===== src/rtl/inhib_ctrl_h1_pkg.sv =====
// Shared sizing defaults and FSM encoding for the inhibition-unit controller.
package inhib_ctrl_h1_pkg;

  localparam int W_DEF  = 24;
  localparam int N3_DEF = 3;

  typedef enum logic [2:0] {
    S_IDLE  = 3'd0,
    S_INTEG = 3'd1,
    S_REQ   = 3'd2,
    S_WAIT  = 3'd3,
    S_APPLY = 3'd4
  } state_t;

endpackage


===== src/rtl/inhib_ctrl_h1_sat_acc.sv =====
// sat_acc: one neuron's signed saturating add, clamping to [0, 2^W-1].
module inhib_ctrl_h1_sat_acc #(
  parameter int W = 24
) (
  input  logic        [W-1:0] pot,
  input  logic signed [W-1:0] delta,
  output logic        [W-1:0] result
);

  logic signed [W+1:0] ext;

  always_comb begin
    ext = $signed({2'b00, pot}) + $signed({{2{delta[W-1]}}, delta});
    if (ext[W+1])
      result = '0;
    else if (ext[W])
      result = '1;
    else
      result = ext[W-1:0];
  end

endmodule


===== src/rtl/inhib_ctrl_h1.sv =====
// Timestep controller: integrates deltas into membrane potentials, handshakes with
// the lateral-inhibition unit, then applies winner reset or leak with refractory gating.
// state | meaning
// IDLE  | accepts a delta vector; refractory timesteps are discarded here
// INTEG | saturating add of the latched deltas
// REQ   | start_li pulse to the inhibition unit
// WAIT  | waiting for valid_li, bounded by LI_TIMEOUT
// APPLY | winner reset or leak; step_done and spike_out registered
module inhib_ctrl_h1
  import inhib_ctrl_h1_pkg::*;
#(
  parameter int W          = W_DEF,
  parameter int N3         = N3_DEF,
  parameter int LEAK       = 1,
  parameter int REFRACT_T  = 4,
  parameter int LI_TIMEOUT = 16
) (
  input  logic            clk,
  input  logic            rst,
  input  logic            in_valid,
  output logic            in_ready,
  input  logic [N3*W-1:0] deltas,
  output logic [N3*W-1:0] potentials,
  output logic            start_li,
  input  logic [N3-1:0]   won_lost,
  input  logic            valid_li,
  input  logic            first_spike,
  output logic [N3-1:0]   spike_out,
  output logic            step_done,
  output logic            li_err
);

  localparam int RC = (REFRACT_T > 0) ? $clog2(REFRACT_T + 1) : 1;
  localparam int WC = $clog2(LI_TIMEOUT + 1);
  localparam logic [RC-1:0] REFR_LOAD = RC'(REFRACT_T);
  localparam logic [WC-1:0] WAIT_LAST = WC'(LI_TIMEOUT - 1);
  localparam logic [W-1:0]  LEAK_W    = W'(LEAK);

  state_t state, state_nxt;

  logic [N3-1:0][W-1:0] pot_q;
  logic [N3-1:0][W-1:0] delta_q;
  logic [N3-1:0][W-1:0] sum_vec;
  logic [RC-1:0]        refr_cnt;
  logic [WC-1:0]        wait_cnt;
  logic [N3-1:0]        wl_q;
  logic                 fs_q;
  logic                 xfer;
  logic                 timeout;
  logic                 wl_onehot;

  assign potentials = pot_q;
  assign xfer       = in_valid && in_ready;
  assign timeout    = (wait_cnt == WAIT_LAST) && !valid_li;
  assign wl_onehot  = (wl_q != '0) && ((wl_q & (wl_q - N3'(1))) == '0);

  for (genvar k = 0; k < N3; k++) begin : g_acc
    inhib_ctrl_h1_sat_acc #(.W(W)) u_sat_acc (
      .pot    (pot_q[k]),
      .delta  (delta_q[k]),
      .result (sum_vec[k])
    );
  end

  always_ff @(posedge clk) begin
    if (!rst)
      state <= S_IDLE;
    else
      state <= state_nxt;
  end

  always_comb begin
    state_nxt = state;
    start_li  = 1'b0;
    in_ready  = 1'b0;
    case (state)
      S_IDLE: begin
        in_ready = rst;
        if (in_valid && rst && refr_cnt == '0)
          state_nxt = S_INTEG;
      end
      S_INTEG: state_nxt = S_REQ;
      S_REQ: begin
        start_li  = 1'b1;
        state_nxt = S_WAIT;
      end
      S_WAIT: begin
        if (valid_li)
          state_nxt = S_APPLY;
        else if (timeout)
          state_nxt = S_IDLE;
      end
      S_APPLY: state_nxt = S_IDLE;
      default: state_nxt = S_IDLE;
    endcase
  end

  always_ff @(posedge clk) begin
    if (!rst) begin
      pot_q     <= '0;
      delta_q   <= '0;
      refr_cnt  <= '0;
      wait_cnt  <= '0;
      wl_q      <= '0;
      fs_q      <= 1'b0;
      spike_out <= '0;
      step_done <= 1'b0;
      li_err    <= 1'b0;
    end else begin
      step_done <= 1'b0;
      spike_out <= '0;
      case (state)
        S_IDLE: begin
          if (xfer) begin
            if (refr_cnt != '0) begin
              refr_cnt  <= refr_cnt - RC'(1);
              step_done <= 1'b1;
            end else begin
              delta_q <= deltas;
            end
          end
        end
        S_INTEG: pot_q <= sum_vec;
        S_REQ:   wait_cnt <= '0;
        S_WAIT: begin
          wait_cnt <= wait_cnt + WC'(1);
          if (valid_li) begin
            wl_q <= won_lost;
            fs_q <= first_spike;
          end else if (timeout) begin
            li_err    <= 1'b1;
            step_done <= 1'b1;
          end
        end
        S_APPLY: begin
          step_done <= 1'b1;
          if (fs_q) begin
            // winner reset and lateral inhibition both clear every neuron
            pot_q     <= '0;
            spike_out <= wl_q & (~wl_q + N3'(1));
            refr_cnt  <= REFR_LOAD;
            if (!wl_onehot)
              li_err <= 1'b1;
          end else begin
            for (int k = 0; k < N3; k++)
              pot_q[k] <= (pot_q[k] >= LEAK_W) ? pot_q[k] - LEAK_W : '0;
          end
        end
        default: ;
      endcase
    end
  end

endmodule


===== config.mk =====
export PLATFORM = sky130hd
export DESIGN_NAME = inhib_ctrl_h1
export DESIGN_NICKNAME = d
export VERILOG_FILES = /design/src/rtl/inhib_ctrl_h1_pkg.sv /design/src/rtl/inhib_ctrl_h1_sat_acc.sv /design/src/rtl/inhib_ctrl_h1.sv
export SDC_FILE = /design/constraint.sdc
export NUM_CORES = 1
export LEC_CHECK = 0
export CAP_MARGIN = 20
export CORE_ASPECT_RATIO = 0.8
export CORE_MARGIN = 5
export CORE_UTILIZATION = 50
export DETAILED_ROUTE_END_ITERATION = 10
export PLACE_DENSITY = 0.84
export REMOVE_ABC_BUFFERS = 1
export SYNTH_ARGS = -nofsm -noshare
export SYNTH_HDL_FRONTEND = slang
export SYNTH_SLANG_ARGS = --single-unit

===== constraint.sdc =====
create_clock -name clk -period 3.1 [get_ports clk]
set_input_delay 0.62 -clock clk [delete_from_list [all_inputs] [get_ports clk]]
set_output_delay 0.62 -clock clk [all_outputs]
set_load 0.01 [all_outputs]

==> results of run 1 <==
[area by class of cell]
class / instances / area share
clock buffer: 19 / 0.0291
clock inverter: 13 / 0.00961
inverter: 29 / 0.00715
multi-input combinational: 1386 / 0.568
sequential: 164 / 0.216
tap: 318 / 0.0261
timing repair buffer: 238 / 0.145
[metal layers]
layer,up-vias,track usage,wire length [µm]
li1,6432,-,-
met1,6166,0.371,17100
met2,706,0.423,17400
met3,103,0.0551,3550
met4,0,0.101,1230
met5,-,0,0
[where the power goes]
| group | switching (mW) | internal (mW) |
|---|---|---|
| Combinational | 1.11 | 0.820 |
| Sequential | 0.137 | 2.22 |
| Clock | 0.985 | 1.22 |
| Total | 2.23 | 4.26 |
[layout by cell type (no fill, tap or decap), drive strengths merged, types with 16 or more instances in the layout]
cell type / n
nor3: 41
xor2: 29
buf: 81
nand2: 274
xnor2: 48
o21ai: 185
nand3: 36
and3: 16
dfxtp: 164
nor2: 118
inv: 34
nor4: 35
a21boi: 89
clkdlybuf4s50: 157
ha: 85
clkbuf: 19
a21o: 30
o211ai: 16
a21oi: 134
a211oi: 21
[per-stage QoR]
| stage | cell area (µm²) | util | hold WS, ns | setup WS [ns] |
|---|---|---|---|---|
| 2_1_floorplan | 11900 | - | 0.441 | -0.927 |
| 3_3_place_gp | 14500 | 0.598 | 0.449 | 0.0830 |
| 3_5_place_dp | 14500 | 0.598 | 0.459 | 0.000721 |
| 4_1_cts | 15200 | 0.623 | 0.469 | 0.0755 |
| 5_1_grt | 15200 | 0.627 | 0.493 | -0.00629 |
| 6_report | 15200 | 0.627 | 0.467 | 0.117 |
[flip-flops by register name, indices dropped and copies added (netlist names)]
name        count
wait_cnt        5
fs_q            1
delta_q        72
refr_cnt        3
li_err          1
step_done       1
spike_out       3
state           3
potentials     72
wl_q            3
[worst paths after layout]
| path | from | cells past startpoint | slack (ns) | end |
|---|---|---|---|---|
| min | refr_cnt[1] | 2 | 0.47 | refr_cnt[1] |
| max reg2reg | potentials[48] | 10 | 0.12 | potentials[66] |
| min reg2reg | refr_cnt[1] | 2 | 0.47 | refr_cnt[1] |
| max | potentials[48] | 10 | 0.12 | potentials[66] |
[cell usage after synthesis (all sizes together) (8+ instances only)]
| cell type | number | area [µm²] |
|---|---|---|
| ha | 85 | 1060 |
| xor2 | 29 | 254 |
| nand4 | 11 | 68.8 |
| o31ai | 11 | 96.3 |
| a21oi | 134 | 674 |
| nor4 | 35 | 219 |
| nor2 | 118 | 443 |
| and3 | 16 | 100 |
| o221a | 8 | 90.1 |
| o21a | 14 | 105 |
| a21boi | 89 | 668 |
| o211ai | 16 | 120 |
| nor2b | 10 | 62.6 |
| a21o | 30 | 225 |
| clkbuf | 85 | 320 |
| a211oi | 21 | 163 |
| nand2 | 274 | 1030 |
| buf | 8 | 47.5 |
| o41ai | 8 | 77.6 |
| nand2b | 14 | 87.6 |
| a31oi | 13 | 81.3 |
| xnor2 | 48 | 420 |
| a22o | 12 | 105 |
| dfxtp | 164 | 3280 |
| o21ai | 185 | 926 |
| inv | 29 | 109 |
| nor3 | 41 | 205 |
| or3 | 13 | 81.3 |
| nor3b | 9 | 67.6 |
| and2 | 9 | 56.3 |
| nand3 | 36 | 180 |
[cells by family (layout without fill, tap and decap cells)]
logic type	Yosys count	after routing
buffers and inverters	122	299
xor gates and xnor gates	77	77
DFF	164	164
AOI/OAI and AO/OA	599	599
adders and majority gates	88	88
and+or+nand+nor	618	618
muxes	4	4
[timing repair]
action	in CTS	in global routing
setup buffers	0	2
pin swaps	0	4
endpoints found under the setup margin	5	62
hold endpoints to repair	0	0
gates resized for setup	3	15
[tightest hold or removal path, delay by kind of cell, from the launching register on]
kind,cells,cell delay (ns)
DFF,1,0.31
AOI/OAI and AO/OA,1,0.06
and+or+nand+nor,1,0.05
==> metrics.txt, run 1 <==
clk_lat worst skew 0.45 ns; final std cells w/o fill roughly 2200; routed wire length roughly 39 mm; register area share after synthesis 0.267; Post-Synthesis Cells around 1700; storage element area approximately 3300 µm²; CTS Hold Bufs 0; CP cell instances ha_1 -> fa_1 -> a211oi_1 -> o21ai_0 -> a211oi_2 -> o21ai_0 -> a21boi_0 -> xnor2_1 -> o21ai_0 -> a21oi_1; vias per cell 6.19; Tot GR Track Use 0.271; Post-DP HPWL around 28 mm; Layout area overhead 23.9%; Max-cap violations 0; CTS tree done; area of the multi-input gates 8650 µm²; CP top delay family compound AO/OA/AOI/OAI gates; Core Rows a little over 50; Worst-Margin Slew 0.918 ns; pin count of the biggest net entering global routing between 100 and 150; crit-path most repeated cell o21ai_0; largest family of logic cells by synthesized area compound AO/OA/AOI/OAI gates; vias in the first global route 12367; initial antenna violation count 0; GP Congestion ~0.95; Max Slew Vio Count 0; FF+latch count, synth between 150 and 200; crit-path max FO 3; Setup violations, final 0; CP startpoint kind flip-flop; ys async rst share 0; mux cell area share after synthesis 0.00326; total power 6.49 mW; Ports between 150 and 200; Max-slew headroom 0.388; Placed Cells around 2100; adder-cell share of the synthesized area 0.0914; DRC 0; via count 13407; Diodes inserted 0; Top FF cell, synth dfxtp_1; number of fill cells 2153; Hold Path Class reg -> reg; kind of critical path reg -> reg; Critical Path Sink Type flip-flop; Yosys warning count 0; Reg clk slew, reported paths roughly 0.070 ns; die footprint roughly 28000 µm²; nets roughly 2000; grt total ovfl 0; P per Cell Area roughly 430 nW/µm²; CTS buffer count 17; Distinct cells, synth 78; CP Buf/Inv Count 0; Initial Utilization 0.506; Post-Synth Simple-Gate Area 0.233; Die Ht ~150 µm; peak supply drop about 0.38 mV; ratio of cells with drive above 1 in the final layout 0.0860; P_leak just over 6 nW; synthesized area between 10000 and 15000 µm²; CTS Root Cell clkbuf_16; compound-cell area share of the yosys netlist 0.312; CP arrival approximately 3.3 ns; Final period util 0.962; first-pass GRT wire length 62.0 mm; f_max ~0.34 GHz; CP max stage cell fa_1; Starting DRT DRC Count approximately 1200; CTS H-tree depth 4; Final min period slightly below 3 ns; DR pass1 iterations 6; number of synthesized flops with an enable pin 0; die width about 190 µm; CTS max path bufs 2; syn_area_per_cell roughly 7.4 µm²; Post-Synth XOR/XNOR Area 0.0548; post-route antenna net violation count 0; post-DR wirelength/cell approximately 18 µm; Setup TNS Final 0 ns; Final Hold Viols 0; Layout Skew 0.0104 ns; Port Buf Inserts roughly 160; Clock Sinks 164; status finished, final reports clean; Worst Path Required roughly 3.4 ns; largest stage delay on the critical path approximately 0.45 ns; CORE AREA between 20000 and 25000 µm²
Power figures use the tool's default switching activity.
==> run 2: changes to the inputs <==
--- a/config.mk
+++ b/config.mk
@@ -10,7 +10,8 @@
 export CORE_MARGIN = 5
 export CORE_UTILIZATION = 50
 export DETAILED_ROUTE_END_ITERATION = 10
-export PLACE_DENSITY = 0.84
+export GPL_TIMING_DRIVEN = 0
+export PLACE_DENSITY_LB_ADDON = 0.12
 export REMOVE_ABC_BUFFERS = 1
 export SYNTH_ARGS = -nofsm -noshare
 export SYNTH_HDL_FRONTEND = slang
==> metrics.txt, run 2 (synthesis gave the netlist of run 1 again) <==
routed wire length 37.6 mm (-4.3%); nets 1958 (-2.3%); Max-cap violations 0 (unchanged); Post-DP HPWL 26.2 mm (-7.1%); Core Rows 51 (unchanged); post-DR wirelength/cell 17.7 µm (-2.3%); Max-slew headroom 0.376 (-0.0122); CTS H-tree depth 4 (unchanged); die footprint 27800 µm² (unchanged); pin count of the biggest net entering global routing 92 (-33%); CTS Hold Bufs 0 (unchanged); ratio of cells with drive above 1 in the final layout 0.0804 (-0.00557); Worst Path Required 3.43 ns (about the same); Layout area overhead 24.4%; CTS max path bufs 2 (unchanged); Final Hold Viols 0 (unchanged); vias per cell 6.10 (-1.4%); die width 185 µm (unchanged); first-pass GRT wire length 60.8 mm (-1.8%); P_leak 6.02 nW (-2.2%); CORE AREA 24300 µm² (unchanged); number of fill cells 2213 (+2.8%); Final Util 0.629 (+0.00262); Clock Sinks 164 (unchanged); CTS Root Cell clkbuf_16; P per Cell Area 426 nW/µm² (about the same); Setup violations, final 0 (unchanged); grt total ovfl 0 (unchanged); via count 12940 (-3.5%); Worst-Margin Slew 0.929 ns (+0.0111 ns); CP startpoint kind flip-flop; Port Buf Inserts 158 (unchanged); clk_lat worst skew 0.45 ns (about the same); CTS buffer count 17 (unchanged); most common cell after layout, fill and taps aside nand2_1; Initial Utilization 0.506 (unchanged); Max Slew Vio Count 0 (unchanged); DR pass1 iterations 7 (+1); GP Congestion 0.904 (-5.1%); RSZ-0062 raised after global routing false; Reg clk slew, reported paths 0.07 ns (about the same); Starting DRT DRC Count 1006 (-13%); peak supply drop 0.395 mV (+4.2%); WHS 0.469 ns (+0.00196 ns); Hold Path Class reg -> reg; status finished, final reports clean; CP arrival 3.38 ns (+0.06 ns); commonest cells after routing, fill and taps aside nand2_1 (274), o21ai_0 (169), clkdlybuf4s50_1 (157); initial antenna violation count 0 (unchanged); Final period util 0.984 (+0.0214); Diodes inserted 0 (unchanged); CTS tree done; Critical Path Sink Type flip-flop; Die Ht 150 µm (unchanged); Ports 159 (unchanged); Final min period 3.05 ns (+0.0664 ns); DRC 0 (unchanged); f_max 0.328 GHz (-2.2%); post-route antenna net violation count 0 (unchanged); Tot GR Track Use 0.265 (-0.00547); crit-path max FO 17 (+14); vias in the first global route 11936 (-3.5%); Layout Skew 0.0137 ns (+0.00338 ns); kind of critical path reg -> reg
run 2: cell types whose count changed in the layout (fill, tap and decap cells not counted), moves of 4 or more:
| cell | previous run | this run |
|---|---|---|
| buf_16 | 0 | 4 |
| a211oi_1 | 16 | 12 |
| buf_4 | 79 | 16 |
| buf_6 | 0 | 5 |
| dfxtp_1 | 162 | 155 |
| dfxtp_2 | 2 | 9 |
run 2: worst max-delay path, cell delays in order (launching register included):
cell and delay, ns:
dfxtp_1 0.39, ha_1 0.27, fa_2 0.38, a211oi_2 0.29
o211a_1 0.24, a2bb2oi_4 0.24, o31a_1 0.20, o311a_1 0.23
a21oi_4 0.05, buf_8 0.17, nor4bb_2 0.32, o22ai_1 0.13
run 2: power breakdown:
part           total, mW  switching [mW]  internal, mW
combinational       1.93            1.11         0.823
clock               2.21           0.988          1.22
sequential          2.38           0.162          2.22
run 2: final cells by class:
type | instances | area, µm² | area share
clock buffers | 19 | 443 | 0.0290
flip-flops and latches | 164 | 3290 | 0.215
multi-input cells | 1389 | 8920 | 0.583
clock inverters | 13 | 149 | 0.00973
well taps | 318 | 398 | 0.0260
repair buffers | 189 | 1980 | 0.130
inverters | 29 | 109 | 0.00712
run 2: path summary, 6_finish.rpt:
path | start | to | slack (ns) | cells past startpoint
setup / recovery | potentials[0] | potentials[23] | 0.05 | 11
hold / removal | wait_cnt[4] | wait_cnt[4] | 0.47 | 2
hold reg to reg | wait_cnt[4] | wait_cnt[4] | 0.47 | 2
setup reg to reg | potentials[0] | potentials[23] | 0.05 | 11
run 2: through the flow:
stage,total power [mW],instances,instance area (µm²),worst slack (ns),setup TNS (ns)
final,6.52,2121,15300,0.0505,0
after global routing,6.85,2121,15300,0.00507,0
after detailed placement,4.23,2069,14200,-0.985,-53.41
after CTS,6.47,2115,15100,0.0216,0
after global placement,4.17,2055,13900,-6.53,-765.00
after floorplan,3.55,1579,11900,-0.927,-38.42
run 2: timing repair:
action	in CTS	in global routing
hold endpoints to repair	0	0
setup endpoints to repair	72	71
pin swaps	7	10
gates cloned	3	0
resized for setup	32	36
setup buffers	11	6
run 2: routing by layer:
| metal | track usage | routed length (µm) | vias to the layer above | part of all wire |
|---|---|---|---|---|
| li1 | - | - | 6352 | - |
| met1 | 0.378 | 17800 | 6050 | 0.47 |
| met2 | 0.412 | 16300 | 477 | 0.43 |
| met3 | 0.0500 | 2880 | 61 | 0.077 |
| met4 | 0.0730 | 606 | 0 | 0.016 |
| met5 | 0 | 0 | - | 0 |
==> run 3: changes to the inputs <==
--- a/config.mk
+++ b/config.mk
@@ -5,6 +5,7 @@
 export SDC_FILE = /design/constraint.sdc
 export NUM_CORES = 1
 export LEC_CHECK = 0
+export ABC_AREA = 1
 export CAP_MARGIN = 20
 export CORE_ASPECT_RATIO = 0.8
 export CORE_MARGIN = 5
==> metrics.txt, run 3 <==
CORE AREA 29400 µm² (+21%); RSZ-0062 raised after global routing false; Worst-Margin Slew 0.906 ns (-0.0231 ns); highest metal used met4; CTS buffer count 17 (unchanged); most common cell after layout, fill and taps aside nand2_1; vias per cell 5.25 (-14%); Post-Synth XOR/XNOR Area 0.0506 (-0.00430); Yosys warning count 0 (unchanged); Post-Synth Simple-Gate Area 0.398 (+0.165); Hold Path Class reg -> reg; Die Ht 164 µm (+9.4%); syn_area_per_cell 5.98 µm² (-19%); mux cell area share after synthesis 0 (-0.00326); Setup violations, final 0 (unchanged); vias in the first global route 14606 (+22%); metal2 WL 20.0 mm (+23%); post-route antenna net violation count 0 (unchanged); pin count of the biggest net entering global routing 104 (+13%); Max-cap violations 0 (unchanged); kind of critical path in -> out; synthesized area 14900 µm² (+21%); CTS tree done; CP cell instances buf_4 -> clkinv_1 -> nor2_1 -> clkdlybuf4s50_1; CP arrival 2.33 ns (-1.05 ns); Commonest cells post-synth nand2_1 (682), inv_1 (362), nor2_1 (349); Max Slew Vio Count 0 (unchanged); Core Rows 56 (+9.8%); compound-cell area share of the yosys netlist 0.134 (-0.178); Initial Utilization 0.508 (+0.00181); FF+latch count, synth 164 (unchanged); die width 203 µm (+9.5%); P per Cell Area 686 nW/µm² (+61%); Layout Skew 0.0133 ns (-0.000409 ns); CP max stage cell clkdlybuf4s50_1; crit-path max FO 54 (+37); clk_lat worst skew 0.45 ns (about the same); Critical Path Sink Type output pin; commonest cells after routing, fill and taps aside nand2_1 (681), inv_1 (361), nor2_1 (349); Final period util 0.951 (-0.0328); total power 11.8 mW (+81%); register area share after synthesis 0.220 (-0.0467); met1 wire length 22.4 mm (+26%); Finished Cell Area 17200 µm² (+13%); Yosys top cell area share 0.220 (-0.0467); adder-cell share of the synthesized area 0.0754 (-0.0160); Distinct cells, synth 38 (-51%); GP Congestion 0.970 (+7.3%); biggest area consumer among synthesized cells dfxtp_1; number of fill cells 3015 (+36%); ratio of cells with drive above 1 in the final layout 0.0834 (+0.00294); grt total ovfl 0 (unchanged); die footprint 33400 µm² (+20%); Ports 159 (unchanged); Reg clk slew, reported paths 0.07 ns (about the same); Clock Sinks 164 (unchanged); post-DR wirelength/cell 15.4 µm (-13%); f_max 0.339 GHz (+3.4%); CP startpoint kind primary input; initial antenna violation count 0 (unchanged); DRC 0 (unchanged); nets 2770 (+41%); first-pass GRT wire length 74.0 mm (+22%); Top FF cell, synth dfxtp_1; largest family of logic cells by synthesized area simple AND/OR/NAND/NOR gates; placed cell areas 16600 µm² (+17%); P_leak 8.85 nW (+47%); largest stage delay on the critical path 0.58 ns (+0.19 ns); status finished, final reports clean; Max-slew headroom 0.395 (+0.0193); Worst Path Required 2.48 ns (-0.95 ns); DR pass1 iterations 5 (-2); Final min period 2.95 ns (-0.102 ns); Post-DP HPWL 35.4 mm (+35%); Starting DRT DRC Count 1256 (+25%); CTS H-tree depth 4 (unchanged); number of synthesized flops with an enable pin 0 (unchanged); Port Buf Inserts 158 (unchanged); CTS Root Cell clkbuf_16; via count 15709 (+21%); peak supply drop 0.372 mV (-5.8%); postcts setup bufs 0 (-11); Final Hold Viols 0 (unchanged); ys async rst share 0 (unchanged); most area-consuming cells after synthesis dfxtp_1 (22%), nand2_1 (17%), inv_1 (9.1%); routed wire length 46.2 mm (+23%); Tot GR Track Use 0.270 (+0.00491); Diodes inserted 0 (unchanged); CTS max path bufs 2 (unchanged); WL met3 2.91 mm (+1.2%); most common cell in the synthesized netlist nand2_1; Post-Synthesis Cells 2493 (+49%); Layout area overhead 15.7%
run 3: area by class of cell:
type	count	area [µm²]	area share
timing repair inverter	1	7.51	0.000435
clock inverter	13	130	0.00755
timing repair buffer	162	1680	0.0975
inverter	371	1400	0.0811
clock buffer	19	453	0.0263
tap	377	472	0.0274
multi-input combinational	1885	9820	0.569
sequential	164	3280	0.190
run 3: final timing paths:
path                                   from             end  slack [ns]  cells after the start
worst max-delay path                    rst        in_ready        0.15                      4
worst min-delay path            wait_cnt[4]     wait_cnt[4]        0.46                      2
worst max register to register         fs_q  potentials[11]        0.34                      7
worst min register to register  wait_cnt[4]     wait_cnt[4]        0.46                      2
run 3: power breakdown:
| part | switching (mW) | internal, mW | total [mW] |
|---|---|---|---|
| clock network | 1.04 | 1.11 | 2.16 |
| registers | 0.625 | 2.49 | 3.11 |
| logic | 4.04 | 2.51 | 6.55 |
| total | 5.70 | 6.12 | 11.8 |
run 3: repair_timing:
item | in CTS | in global routing
gates resized for setup | 0 | 3
hold endpoints to repair | 0 | 0
hold buffers | 0 | 0
endpoints found under the setup margin | 0 | 20
run 3: routing by layer:
metal / global-route usage / up-vias
li1: - / 8059
met2: 0.433 / 479
met1: 0.386 / 7118
met4: 0.0691 / 0
met5: 0 / -
met3: 0.0359 / 53
run 3: logic make-up after synthesis:
family          after synthesis
simple gates               1358
flops                       164
fa+ha+maj                    88
buf+inv                     444
compound gates              353
xor+xnor                     86
run 3: per-stage QoR:
stage	utilization	hold slack [ns]	std cells	setup TNS, ns	setup slack (ns)
2_1_floorplan	-	0.439	2420	-30.47	-0.442
3_3_place_gp	0.563	0.450	2955	-724.99	-7.09
3_5_place_dp	0.567	0.455	2959	-0.0111	-0.0111
4_1_cts	0.587	0.464	2991	0	0.0236
5_1_grt	0.587	0.511	2992	0	0.0230
6_report	0.587	0.464	2992	0	0.152
run 3: worst max-delay path, delay by kind of cell:
family,cells,cell delay [ns]
buffers and inverters,3,1.41
AND/OR/NAND/NOR,1,0.25
